--- src/rtl/control_unit_pkg.sv ---
// Shared CPU configuration: default widths, instruction field positions,
// ALU function, opcode and controller state encodings.
package cpuConfig;

  localparam int DEF_N      = 8;
  localparam int DEF_R_SIZE = 3;
  localparam int DEF_P_SIZE = 5;

  typedef enum logic [1:0] {
    ALU_ADD   = 2'd0,
    ALU_SUB   = 2'd1,
    ALU_MULH  = 2'd2,
    ALU_PASSB = 2'd3
  } aluFunc_t;

  typedef enum logic [3:0] {
    OP_NOP  = 4'd0,
    OP_ADD  = 4'd1,
    OP_SUB  = 4'd2,
    OP_ADDI = 4'd3,
    OP_SUBI = 4'd4,
    OP_MULI = 4'd5,
    OP_LDI  = 4'd6,
    OP_JMP  = 4'd7,
    OP_BZ   = 4'd8,
    OP_WAIT = 4'd9,
    OP_HALT = 4'd15
  } opcode_t;

  typedef enum logic [1:0] {
    FETCH = 2'd0,
    EXEC  = 2'd1,
    WAIT  = 2'd2,
    HALT  = 2'd3
  } ctrlState_t;

  // Instruction layout: [opcode(4) | rd | rs | imm(n)], imm at bit 0.
  function automatic int rs_lsb(input int n);
    return n;
  endfunction

  function automatic int rd_lsb(input int n, input int r);
    return n + r;
  endfunction

  function automatic int opc_lsb(input int n, input int r);
    return n + 2 * r;
  endfunction

endpackage

--- src/rtl/control_unit_button_sync.sv ---
// Push-button 2-flop synchronizer followed by a rising-edge detector.
module button_sync (
  input  logic clk,
  input  logic reset,
  input  logic in,
  output logic rise
);

  logic s1, s2, s3;

  always_ff @(posedge clk or posedge reset) begin
    if (reset) begin
      s1 <= 1'b0;
      s2 <= 1'b0;
      s3 <= 1'b0;
    end else begin
      s1 <= in;
      s2 <= s1;
      s3 <= s2;
    end
  end

  assign rise = s2 & ~s3;

endmodule

--- src/rtl/control_unit.sv ---
// Two-cycle fetch/execute sequencer with WAIT (button) and HALT states.
// Optional zero-flag conditional branch (BZ) enabled by CTRL_BRANCH_EN.
module control_unit
  import cpuConfig::*;
#(
  parameter int N      = DEF_N,
  parameter int R_SIZE = DEF_R_SIZE,
  parameter int P_SIZE = DEF_P_SIZE,
  parameter int I_W    = 4 + 2 * R_SIZE + N
) (
  input  logic              clk,
  input  logic              reset,
  output logic [P_SIZE-1:0] progAddr,
  input  logic [I_W-1:0]    progData,
  input  logic              button,
  input  logic [N-1:0]      aluResult,
  output logic              writeReg,
  output aluFunc_t          aluFunc,
  output logic              aluImmediate,
  output logic [R_SIZE-1:0] opD,
  output logic [R_SIZE-1:0] opS,
  output logic [N-1:0]      opT,
  output logic              halted
);

  localparam int RS_LSB  = rs_lsb(N);
  localparam int RD_LSB  = rd_lsb(N, R_SIZE);
  localparam int OPC_LSB = opc_lsb(N, R_SIZE);

  ctrlState_t        state, state_nx;
  logic [P_SIZE-1:0] pc, pc_nx;
  opcode_t           opc;
  logic [R_SIZE-1:0] rd, rs;
  logic [N-1:0]      imm;
  logic              rise;
  logic              zflag;

  assign opc = opcode_t'(progData[OPC_LSB +: 4]);
  assign rd  = progData[RD_LSB +: R_SIZE];
  assign rs  = progData[RS_LSB +: R_SIZE];
  assign imm = progData[N-1:0];

  button_sync u_button_sync (
    .clk   (clk),
    .reset (reset),
    .in    (button),
    .rise  (rise)
  );

  always_ff @(posedge clk or posedge reset) begin
    if (reset) begin
      state <= FETCH;
      pc    <= '0;
    end else begin
      state <= state_nx;
      pc    <= pc_nx;
    end
  end

`ifdef CTRL_BRANCH_EN
  // Flag tracks the result of the last register-writing instruction only.
  always_ff @(posedge clk or posedge reset) begin
    if (reset)
      zflag <= 1'b0;
    else if (state == EXEC && writeReg)
      zflag <= (aluResult == '0);
  end
`else
  logic unused_alu;
  assign zflag      = 1'b0;
  assign unused_alu = ^aluResult;
`endif

  always_comb begin
    state_nx     = state;
    pc_nx        = pc;
    writeReg     = 1'b0;
    aluFunc      = ALU_ADD;
    aluImmediate = 1'b0;
    opD          = '0;
    opS          = '0;
    opT          = '0;
    case (state)
      FETCH: state_nx = EXEC;
      EXEC: begin
        opD      = rd;
        opS      = rs;
        opT      = imm;
        pc_nx    = pc + P_SIZE'(1);
        state_nx = FETCH;
        case (opc)
          OP_ADD:  writeReg = 1'b1;
          OP_SUB: begin
            writeReg = 1'b1;
            aluFunc  = ALU_SUB;
          end
          OP_ADDI: begin
            writeReg     = 1'b1;
            aluImmediate = 1'b1;
          end
          OP_SUBI: begin
            writeReg     = 1'b1;
            aluImmediate = 1'b1;
            aluFunc      = ALU_SUB;
          end
          OP_MULI: begin
            writeReg     = 1'b1;
            aluImmediate = 1'b1;
            aluFunc      = ALU_MULH;
          end
          OP_LDI: begin
            writeReg     = 1'b1;
            aluImmediate = 1'b1;
            aluFunc      = ALU_PASSB;
          end
          OP_JMP: pc_nx = imm[P_SIZE-1:0];
          OP_BZ: begin
            if (zflag)
              pc_nx = imm[P_SIZE-1:0];
          end
          // pc holds here; it advances on the button edge that leaves WAIT.
          OP_WAIT: begin
            pc_nx    = pc;
            state_nx = WAIT;
          end
          OP_HALT: begin
            pc_nx    = pc;
            state_nx = HALT;
          end
          default: ;
        endcase
      end
      WAIT: begin
        if (rise) begin
          pc_nx    = pc + P_SIZE'(1);
          state_nx = FETCH;
        end
      end
      HALT: ;
      default: state_nx = FETCH;
    endcase
  end

  assign progAddr = pc;
  assign halted   = (state == HALT);

endmodule

--- config.mk ---
export PLATFORM = sky130hd
export DESIGN_NAME = control_unit
export DESIGN_NICKNAME = d
export VERILOG_FILES = /design/src/rtl/control_unit_pkg.sv /design/src/rtl/control_unit_button_sync.sv /design/src/rtl/control_unit.sv
export SDC_FILE = /design/constraint.sdc
export NUM_CORES = 1
export LEC_CHECK = 0
export CAP_MARGIN = 20
export CORE_MARGIN = 4
export CORE_UTILIZATION = 34
export DETAILED_ROUTE_END_ITERATION = 10
export PLACE_DENSITY = 0.76
export SLEW_MARGIN = 25
export SYNTH_ARGS = -nofsm -noshare
export SYNTH_HDL_FRONTEND = slang
export SYNTH_SLANG_ARGS = --single-unit
--- constraint.sdc ---
create_clock -name clk -period 2.5 [get_ports clk]
set_clock_uncertainty 0.15 [all_clocks]
set_input_delay 0.25 -clock clk [delete_from_list [all_inputs] [get_ports clk]]
set_output_delay 0.25 -clock clk [all_outputs]
set_load 0.1 [all_outputs]
==> out/qor.yml <==
dr.pass1.iters: 4
rsz0062_at_grt: "false"
top_layer: "met3"
grt_usage: 0.135
synth_warnings: 0
ys_ff_latch: 10
dpl_cell_area_um2: 1380
path_clk_slew_ns: 0.06
io_buffers: 44
endpoint_kind: "primary output"
synth-seq-area-share: 0.332
crit_required_ns: 2.10
antenna_found_initial: 0
htree_levels: 1
wl_met2_um: 1010
netlist_instances: 82
grt_start_max_net_pins: 20
status: "complete, no violations"
hold_ws_ns: 0.103
wl_met3_um: 192
final_core_util: 0.689
synth.area.mux_share: 0.0532
fp.dieH_um: 55.1
synth_top_family_by_area: "simple AND/OR/NAND/NOR gates"
final_cell_mix: "20 x clkdlybuf4s50_1, 18 x buf_12, 14 x and2_1, 10 x dfrtp_1"
route.layer.met1.wl_um: 803
synth-xor-area-share: 0.0349
insertedDiodeCount: 0
period_minus_slack_ns: 2.19
fin_crit_sh: 0.876
clkLatencyLatePin_ns: 0.25
clkPwrFrac: 0.289
cts_tree: "built"
ys_async_sr_fraction: 1.00
place_ws_ns: 0.356
synthAdderAreaFrac: 0.0664
wl_per_cell_um: 13.1
synth-simple-area-share: 0.311
root_buffer: "clkbuf_4"
relSlewSlack: 0.776
maxCapViolations: 0
cts_buffers: 3
fin_nets: 161
chipWidth_um: 55.1
power.density_nw_per_um2: 236
drtAntennaViolNets: 0
worstHoldPathType: "primary input to asynchronous set/reset pin"
core_um2: 2040
seqPwrFrac: 0.508
area_growth_pct: 86.9
grt.overflow.total: 0
power_switching_share: 0.226
core.rowCount: 16
ys.flop_type: "dfrtp_1"
totalWireLength_um: 2010
place_inst: 150
synth_compound_area_frac: 0.153
first_global_vias: 660
finalMaxSlewViolations: 0
hold_viol: 0
cts.sink_count: 10
ios: 53
cts_buffer_depth: 2
tightest_slew_ns: 0.335
vias_per_cell: 4.83
setup_violations: 0
synth_edf_count: 0
hpwl_um: 1710
ctsHoldBuffers: 0
post-route-cell-area_um2: 1410
p_total_mw: 0.333
dieArea_um2: 3030
total_leakage_power_nw: 0.598
drt-initial-drc-count: 16
crit_path_start_kind: "flip-flop"
fin_setup_tns_ns: 0
num_vias: 739
ys_types: 32
final_cell_count_no_fill: 153
cts_setup_buffers: 0
drive_gt1_frac: 0.286
syn_area_um2: 753
avgSynthCellArea_um2: 9.19
p_sw_mw: 0.0752
fmax_mhz: 457
post-route-drc-count: 0
grt_pass1_wl_um: 2880
worst-endpoint-arrival_ns: 1.79
initial_core_util: 0.369
comb_power_share: 0.203
worst_slack_ns: 0.311
crit_fanout: 19
critPathKind: "flip-flop to primary output"
layout_commonest_cell: "clkdlybuf4s50_1"
internal-power_mw: 0.257
vdd_drop_max_mv: 0.310
gp_congestion: 0.771
synth_nets: 115
==> synthesized netlist by cell type, types with 2 or more instances <==
cell type / count / area (µm²)
nand3_1: 3 / 15.0
nand2b_1: 2 / 12.5
nand2_1: 6 / 22.5
dfrtp_1: 10 / 250
ha_1: 4 / 50.1
xnor2_1: 2 / 17.5
a21boi_2: 2 / 22.5
a2bb2oi_1: 2 / 17.5
nor2_1: 3 / 11.3
and2_1: 14 / 87.6
inv_1: 4 / 15.0
mux2i_1: 4 / 40.0
nor3_1: 3 / 15.0
o22ai_1: 2 / 12.5
nand4_1: 2 / 12.5
o21ai_1: 3 / 15.0
==> worst paths after layout <==
kind / from / endpoint / slack, ns / cells after the start
worst max-delay path: state[1] / writeReg / 0.31 / 5
worst min-delay path: reset / u_button_sync.s1 / 0.10 / 2
worst max register to register: state[1] / progAddr[3] / 0.49 / 6
worst min register to register: u_button_sync.s1 / u_button_sync.s2 / 0.21 / 0
max in group asynchronous: reset / progAddr[1] / 1.85 / 2
min in group clk: u_button_sync.s1 / u_button_sync.s2 / 0.21 / 0
==> cell type report <==
type | count | area, µm²
Fill cell | 164 | 634
Timing Repair Buffer | 44 | 606
Multi-Input combinational cell | 65 | 480
Sequential cell | 10 | 250
Tap cell | 27 | 33.8
Clock buffer | 3 | 22.5
Inverter | 4 | 15.0
==> state kept, by name (all words and copies together) (netlist names) <==
| register | count |
|---|---|
| state | 2 |
| progAddr | 5 |
| u_button_sync.s3 | 1 |
| u_button_sync.s1 | 1 |
| u_button_sync.s2 | 1 |
==> routing by layer <==
layer,track usage,vias up
met5,0,-
met4,0.0729,0
met2,0.242,28
li1,-,374
met1,0.147,337
met3,0.0295,0
==> critical path, stage by stage (launching register included) <==
cell,delay [ns]
dfrtp_1,0.39
inv_1,0.08
ha_2,0.34
nand2b_1,0.21
nor3b_2,0.30
buf_12,0.21
==> cells by family (layout without fill, tap and decap cells) <==
group                      count (synthesis)  count (layout)
adders and majority gates                  4               4
xor gates and xnor gates                   3               3
buffers and inverters                      7              51
AOI/OAI and AO/OA                         14              14
DFF                                       10              10
muxes                                      4               4
and+or+nand+nor                           40              40
==> repair_timing <==
item / in CTS / in global routing
endpoints found under the setup margin: 0 / 3
hold endpoints to repair: 0 / 0
gates resized for setup: 0 / 1
==> power by group through the flow <==
stage | clock network, mW | registers, mW | logic [mW]
6_report | 0.0962 | 0.169 | 0.0675
5_1_grt | 0.113 | 0.169 | 0.0719
4_1_cts | 0.101 | 0.169 | 0.0682
3_5_place_dp | 0 | 0.172 | 0.0676
3_3_place_gp | 0 | 0.171 | 0.0662
2_1_floorplan | 0 | 0.180 | 0.0201
(Power assumes the default switching activity.)
